### config.mk
export PLATFORM = sky130hd
export DESIGN_NAME = datamem_dump_reader
export DESIGN_NICKNAME = d
export VERILOG_FILES = /design/src/rtl/datamem_dump_reader.sv
export SDC_FILE = /design/constraint.sdc
export NUM_CORES = 1
export LEC_CHECK = 0
export BUFFER_PORTS_ARGS = -buffer_cell sky130_fd_sc_hd__buf_4
export CORE_UTILIZATION = 49
export DETAILED_ROUTE_END_ITERATION = 12
export GPL_TIMING_DRIVEN = 0
export PLACE_DENSITY = 0.77
export SLEW_MARGIN = 25
export SYNTH_ARGS = -nofsm -noshare
export SYNTH_HDL_FRONTEND = slang
export SYNTH_SLANG_ARGS = --single-unit
### constraint.sdc
create_clock -name i_clock -period 1.7 [get_ports i_clock]
set_input_delay 0.255 -clock i_clock [delete_from_list [all_inputs] [get_ports i_clock]]
set_output_delay 0.255 -clock i_clock [all_outputs]
set_load 0.005 [all_outputs]
### src/rtl/datamem_dump_reader.sv
// Walks a range of data-memory words through the debug read port and
// streams each word out as four bytes, MSB first, on a valid/ready link.
module datamem_dump_reader #(
   parameter int NB_REG     = 32,
   parameter int NB_ADDR    = 16,
   parameter int RD_LATENCY = 1
) (
   input  logic               i_clock,
   input  logic               i_reset,
   input  logic               i_start,
   input  logic               i_abort,
   input  logic [NB_ADDR-1:0] i_base_addr,
   input  logic [NB_ADDR-1:0] i_count,
   output logic [NB_ADDR-1:0] o_debug_datamem_addr,
   output logic               o_debug_datamem_re,
   input  logic [NB_REG-1:0]  i_debug_datamem_data,
   output logic [7:0]         o_tx_data,
   output logic               o_tx_valid,
   input  logic               i_tx_ready,
   output logic               o_busy,
   output logic               o_done
);

   typedef enum logic [2:0] {
      S_IDLE,
      S_READ,
      S_WAIT,
      S_SEND,
      S_DONE
   } state_t;

   localparam logic [NB_ADDR-1:0] ONE     = NB_ADDR'(1);
   localparam logic [2:0]         LAT_END = 3'(RD_LATENCY - 1);

   state_t              state_q, state_d;
   logic [NB_ADDR-1:0]  addr_q, addr_d;
   logic [NB_ADDR-1:0]  remain_q, remain_d;
   logic [2:0]          lat_q, lat_d;
   logic [NB_REG-1:0]   shift_q, shift_d;
   logic [1:0]          idx_q, idx_d;
   logic                re_q, re_d;
   logic                busy_q, busy_d;
   logic                done_q, done_d;

   always_comb begin
      state_d  = state_q;
      addr_d   = addr_q;
      remain_d = remain_q;
      lat_d    = lat_q;
      shift_d  = shift_q;
      idx_d    = idx_q;
      unique case (state_q)
         S_IDLE: begin
            if (i_start) begin
               addr_d   = i_base_addr;
               remain_d = i_count;
               state_d  = (i_count == '0) ? S_DONE : S_READ;
            end
         end
         S_READ: begin
            lat_d   = 3'd0;
            state_d = S_WAIT;
         end
         S_WAIT: begin
            if (lat_q == LAT_END) begin
               shift_d = i_debug_datamem_data;
               idx_d   = 2'd0;
               state_d = S_SEND;
            end else begin
               lat_d = lat_q + 3'd1;
            end
         end
         S_SEND: begin
            if (i_tx_ready) begin
               shift_d = {shift_q[NB_REG-9:0], 8'h00};
               idx_d   = idx_q + 2'd1;
               if (idx_q == 2'd3) begin
                  remain_d = remain_q - ONE;
                  if (remain_q == ONE) begin
                     state_d = S_DONE;
                  end else begin
                     addr_d  = addr_q + ONE;
                     state_d = S_READ;
                  end
               end
            end
         end
         S_DONE: state_d = S_IDLE;
         default: state_d = S_IDLE;
      endcase
      // abort wins over start and over a byte transfer; progress is frozen
      if (i_abort) begin
         state_d  = S_IDLE;
         addr_d   = addr_q;
         remain_d = remain_q;
         lat_d    = lat_q;
         shift_d  = shift_q;
         idx_d    = idx_q;
      end
      re_d   = (state_d == S_READ);
      busy_d = (state_d == S_READ) || (state_d == S_WAIT) ||
               (state_d == S_SEND);
      done_d = (state_d == S_DONE);
   end

   always_ff @(posedge i_clock or negedge i_reset) begin
      if (!i_reset) begin
         state_q  <= S_IDLE;
         addr_q   <= '0;
         remain_q <= '0;
         lat_q    <= '0;
         shift_q  <= '0;
         idx_q    <= '0;
         re_q     <= 1'b0;
         busy_q   <= 1'b0;
         done_q   <= 1'b0;
      end else begin
         state_q  <= state_d;
         addr_q   <= addr_d;
         remain_q <= remain_d;
         lat_q    <= lat_d;
         shift_q  <= shift_d;
         idx_q    <= idx_d;
         re_q     <= re_d;
         busy_q   <= busy_d;
         done_q   <= done_d;
      end
   end

   assign o_debug_datamem_addr = addr_q;
   assign o_debug_datamem_re   = re_q;
   assign o_busy               = busy_q;
   assign o_done               = done_q;
   assign o_tx_valid           = (state_q == S_SEND);
   assign o_tx_data            = shift_q[NB_REG-1:NB_REG-8];

endmodule
==> results of run 1 <==
[flip-flops by register name (all words and copies together) (netlist names)]
| register | cells |
|---|---|
| idx_q | 2 |
| lat_q | 3 |
| o_busy | 1 |
| o_debug_datamem_addr | 16 |
| o_debug_datamem_re | 1 |
| o_done | 1 |
| remain_q | 16 |
| shift_q | 32 |
| state_q | 3 |
[cell type report]
cell class	instances	area, um2
Multi-Input combinational cell	327	2450
Sequential cell	75	1890
Fill cell	451	1520
Timing Repair Buffer	153	1290
Buffer	31	322
Clock buffer	10	138
Tap cell	102	128
Clock inverter	6	93.8
Inverter	10	50.0
[layer usage]
layer  vias up  wire length, um  track usage, %
met5         -                0               0
met4         0              819            12.7
met3        92             1460            6.50
met2       338             7540            48.9
met1      2245             6000            40.7
li1       1950                -               -
[worst max-delay path, stage by stage, from the launching register on]
cell	delay, ns
dfrtp_2	0.45
nor4_4	0.29
buf_4	0.20
nand4_1	0.21
buf_4	0.22
nand3_2	0.07
a21oi_2	0.07
o22a_1	0.24
[how the worst min path moves through the flow]
| stage | to | from |
|---|---|---|
| 3_5_place_dp | o_debug_datamem_addr[6] | i_reset |
| 4_1_cts | o_debug_datamem_addr[6] | i_reset |
| 6_report | shift_q[2] | i_debug_datamem_data[2] |
| 3_3_place_gp | o_debug_datamem_addr[5] | i_reset |
| 2_1_floorplan | idx_q[0] | i_reset |
| 5_1_grt | shift_q[1] | i_debug_datamem_data[1] |
[cell families after synthesis]
logic type | Yosys count
compound gates | 146
fa+ha+maj | 6
buf+inv | 44
flops | 75
mux | 25
simple gates | 150
[report_power, final]
group          leakage [nW]  internal, mW  switching, mW  total [mW]
sequential            0.894          2.41          0.723        3.13
clock                 0.114         0.883          0.770        1.65
combinational          1.77          1.45           1.30        2.75
[timing repair]
action,in CTS,in global routing
pin swaps,17,36
resized for setup,76,114
cloned,0,4
endpoints found under the setup margin,75,75
hold buffers,0,1
hold endpoints to repair,0,75
setup buffers,32,21
[metrics by stage]
step | setup TNS, ns | util (%) | power [mW] | area [um2]
2_1_floorplan | -0.125 | - | 4.00 | 4120
3_3_place_gp | -15.83 | 63.0 | 4.77 | 4970
3_5_place_dp | -17.29 | 63.0 | 4.89 | 4970
4_1_cts | -1.56 | 72.2 | 6.78 | 5690
5_1_grt | -7.66 | 80.7 | 7.87 | 6360
6_report | -4.71 | 80.7 | 7.54 | 6360
[Yosys cell counts, types with 6 or more instances]
| master | instances |
|---|---|
| a22o_1 | 9 |
| buf_2 | 13 |
| o21ai_0 | 45 |
| o22ai_1 | 10 |
| buf_4 | 11 |
| a2bb2oi_1 | 7 |
| nand4_1 | 10 |
| and3_1 | 7 |
| mux2i_1 | 24 |
| nor2_1 | 23 |
| clkbuf_1 | 6 |
| nor3_1 | 7 |
| nand2_1 | 56 |
| a21oi_1 | 50 |
| inv_1 | 9 |
| dfrtp_1 | 75 |
| ha_1 | 6 |
| nand3_1 | 18 |
==> out/metrics.cfg, run 1 <==
[logic_synthesis]
synth_fp_nets = 521
synth_area_per_cell_um2 = 9.16
ys_ff_latch = 75
synth.area.mux_share_pct = 6.16
synth_compound_area_share_pct = 21.2
synth_xor_area_share_pct = 0
syn_area_um2 = 4090
synthSimpleGateAreaFrac_pct = 18.9
synth_edf_count = 0
yosysWarnings = 0
synth_top_family_by_area = compound AO/OA/AOI/OAI gates
synthCells = 446
async_reset_ff_share_pct = 100
synthAdderAreaFrac_pct = 1.84
synth-seq-area-share_pct = 45.9
synth_area_leaders = dfrtp_1 (46%), a21oi_1 (6.1%), mux2i_1 (5.9%)
ys_types = 49
synth_top_flop_cell = dfrtp_1
synth_area_leader_cell = dfrtp_1
synth_top_area_share_pct = 45.9

[detailed_routing]
wl_per_cell_um = 22.2
drc = 0
drt_iter0_markers = 459
vias = 4625
wl_mm = 15.8
drt-pass1-iter-count = 7
vias_per_cell = 6.48
postRouteAntennaNets = 0

[clocking]
cts_tree = yes
clkLatencyLatePin_ns = 0.37
cts.clk_slew.worst_paths_ns = 0.09
clock-sinks = 75
clockBufferDepth = 2
numCtsBuffers = 9
cts-htree-levels = 3
root_buffer = clkbuf_8

[layout]
fin_cells = 714
syn_to_final_growth_pct = 55.8
layout_common_cells = buf_4 (144), dfrtp_1 (63), nand2_1 (42), a21oi_1 (33), o21ai_0 (27)
layout.nets = 682
final_common_cell = buf_4
n_antenna_cell = 0
layout-drive-gt1-share_pct = 50.0

[run]
maxCapViolations = 0

[worst_setup_path]
r2r_cells = 7
start_kind = register
crit_type = register to register
timing.critical_path.to = o_debug_datamem_addr[15]
r2r-end = o_debug_datamem_addr[15]
cp.required_ns = 1.95
rrSetupSlack_ns = -0.19
worstSetupEndpointType = register
cp.arrival_ns = 2.14
crit_start = remain_q[6]
crit_fanout = 6
r2r-start = remain_q[6]

[grt]
grt_pass1_vias = 4225
track_usage_pct = 30.7
antenna_found_initial = 0
grt_max_degree = 76
grt_pass1_wl_mm = 20.6
gr-total-overflow = 0

[timing]
finalCritPeriodShare_pct = 111
hold_viol_final = 0
worst-slew-pin-transition_ns = 0.703
fin_crit_ns = 1.89
drv_slew = 0
hold_slack_ns = 0.121
maxSlewHeadroom_pct = 53.1
timing.fmax_ghz = 0.530
setup_violations = 63
finClkSkew_ns = 0.0131
rsz0062_at_grt = true
setup_ws_ns = -0.188

[power]
ir_worst_vdd_mv = 0.628
power_density_nw_per_um2 = 1190
p_leak_nw = 2.78

[floorplanning]
die_area_um2 = 8710
die_h_um = 93.3
die_w_um = 93.3
initial_core_util_pct = 51.8
io_pins = 97
core_um2 = 7890
rows = 32

[placement]
pre_cts_slack_ns = -0.399
dp_cells = 644
place_congestion = 0.894
dpl.hpwl_mm = 8.16
port_buffers = 96

[hold_path]
hold_depth = 2
hp-class = primary input to register

[run_status]
status = finished, violations left
violations = setup timing

Power figures use the tool's default switching activity.
==> inputs of run 2 (changes only) <==
--- a/config.mk
+++ b/config.mk
@@ -6,10 +6,10 @@
 export NUM_CORES = 1
 export LEC_CHECK = 0
 export BUFFER_PORTS_ARGS = -buffer_cell sky130_fd_sc_hd__buf_4
-export CORE_UTILIZATION = 49
+export CORE_UTILIZATION = 45
 export DETAILED_ROUTE_END_ITERATION = 12
 export GPL_TIMING_DRIVEN = 0
-export PLACE_DENSITY = 0.77
+export PLACE_DENSITY = 0.71
 export SLEW_MARGIN = 25
 export SYNTH_ARGS = -nofsm -noshare
 export SYNTH_HDL_FRONTEND = slang
==> run 2 against run 1 <==
  * The flow still finishes with violations (setup timing)
  * Register-to-register slack better by 0.07 ns
  * Global-route usage down 4.1 points
  * Final cell count up 1.3%
  * Critical path type is now register to output pin
  * Die area up 8.7%
  * Sequential power down 3%
  * Power down 7.4%
==> out/metrics.cfg, run 2 (synthesis gave the netlist of run 1 again) <==
[timing]
setup_tns_ns = -2.53
finClkSkew_ns = 0.0130
rsz0062_at_grt = true
setup_violations = 52
hold_slack_ns = 0.110
worst-slew-pin-transition_ns = 0.700
setup_ws_ns = -0.143
drv_slew = 0
fin_crit_ns = 1.84
finalCritPeriodShare_pct = 108
timing.fmax_ghz = 0.543
maxSlewHeadroom_pct = 53.3
hold_viol_final = 0

[placement]
place_congestion = 0.852
dpl.hpwl_mm = 7.93
placed_area_um2 = 4980
dp_cells = 650
port_buffers = 96

[run_status]
status = finished, violations left
violations = setup timing

[grt]
gr-total-overflow = 0
track_usage_pct = 26.5
grt_pass1_vias = 3961
grt_pass1_wl_mm = 19.9
antenna_found_initial = 0
grt_max_degree = 76

[detailed_routing]
drc = 0
drt_iter0_markers = 225
drt-pass1-iter-count = 5
wl_per_cell_um = 18.7
postRouteAntennaNets = 0
vias_per_cell = 5.90
wl_mm = 13.5
vias = 4265

[layout]
layout-drive-gt1-share_pct = 49.1
multi_input_area_um2 = 2420
largest_reg_flops = 32
ff_latch_area_um2 = 1890
n_antenna_cell = 0
design_area_um2 = 6320
n_fill_cell = 590
layout_common_cells = buf_4 (146), dfrtp_1 (65), nand2_1 (42), a21oi_1 (33), o21ai_1 (23)
final_common_cell = buf_4
fin_cells = 723
layout.nets = 685
top_register = shift_q
syn_to_final_growth_pct = 54.8

[clocking]
numCtsBuffers = 9
cts-htree-levels = 3
cts.clk_slew.worst_paths_ns = 0.10
clkLatencyLatePin_ns = 0.37
root_buffer = clkbuf_8
clock-sinks = 75
cts_tree = yes
clockBufferDepth = 2

[floorplanning]
die_area_um2 = 9460
io_pins = 97
die_w_um = 97.3
die_h_um = 97.3
core_um2 = 8760
rows = 34
initial_core_util_pct = 46.6

[hold_path]
holdPathEnd = shift_q[7]
hold_depth = 2
min-delay-start = i_debug_datamem_data[7]
hp-class = primary input to register

[worst_setup_path]
rrSetupSlack_ns = -0.12
r2r-start = state_q[0]
crit_type = register to output pin
start_kind = register
r2r-end = o_debug_datamem_addr[6]
crit_fanout = 4
cp.required_ns = 1.44
cp.arrival_ns = 1.59
r2r_cells = 8
worstSetupEndpointType = output pin

[power]
p_leak_nw = 2.76
power_density_nw_per_um2 = 1100
ir_worst_vdd_mv = 0.553

[run]
maxCapViolations = 0

run 2: per-stage QoR:
step                      util (%)  power [mW]  setup slack (ns)
after CTS                     65.7        6.49            -0.120
after global routing          72.1        7.37            -0.199
final                         72.1        6.98            -0.143
after floorplan                  -        4.00           -0.0453
after global placement        56.8        4.77            -0.350
after detailed placement      56.8        4.84            -0.375
run 2: area by class of cell:
cell class	instances	share of cell area, %
timing repair buffer	156	21.0
tap	108	2.14
sequential	75	29.9
buffer	30	4.93
clock inverter	7	0.950
multi-input combinational	328	38.3
clock buffer	9	1.96
inverter	10	0.792
run 2: worst max path at each step:
stage | from | to | depth (start not counted)
6_report | state_q[0] | o_tx_valid | 7
5_1_grt | state_q[0] | o_tx_valid | 7
4_1_cts | state_q[0] | o_tx_valid | 8
3_5_place_dp | state_q[0] | shift_q[27] | 9
3_3_place_gp | state_q[0] | shift_q[27] | 9
2_1_floorplan | remain_q[3] | remain_q[15] | 5
run 2: power breakdown:
group	total [mW]	internal [mW]	switching [mW]
Combinational	2.59	1.42	1.16
Sequential	3.05	2.41	0.637
Clock	1.35	0.555	0.791
Total	6.98	4.39	2.59
run 2: repair_timing:
item	CTS	global route
gates resized for setup	83	119
endpoints found under the hold margin	0	71
gates cloned	4	3
buffers inserted	33	21
pin swaps	20	44
hold buffers	0	1
endpoints found under the setup margin	73	74
run 2: per-layer routing:
metal	vias to the layer above	routed length, um	track usage, %
met2	215	6640	44.3
met5	-	0	0
met1	2039	5530	34.3
li1	1969	-	-
met4	0	463	10.7
met3	42	917	4.60
run 2: critical path: stages, from the launching register on:
cell      delay, ns
dfrtp_1        0.43
nand2_2        0.07
or2_1          0.23
buf_6          0.14
clkinv_8       0.05
buf_8          0.11
buf_8          0.10
buf_6          0.08
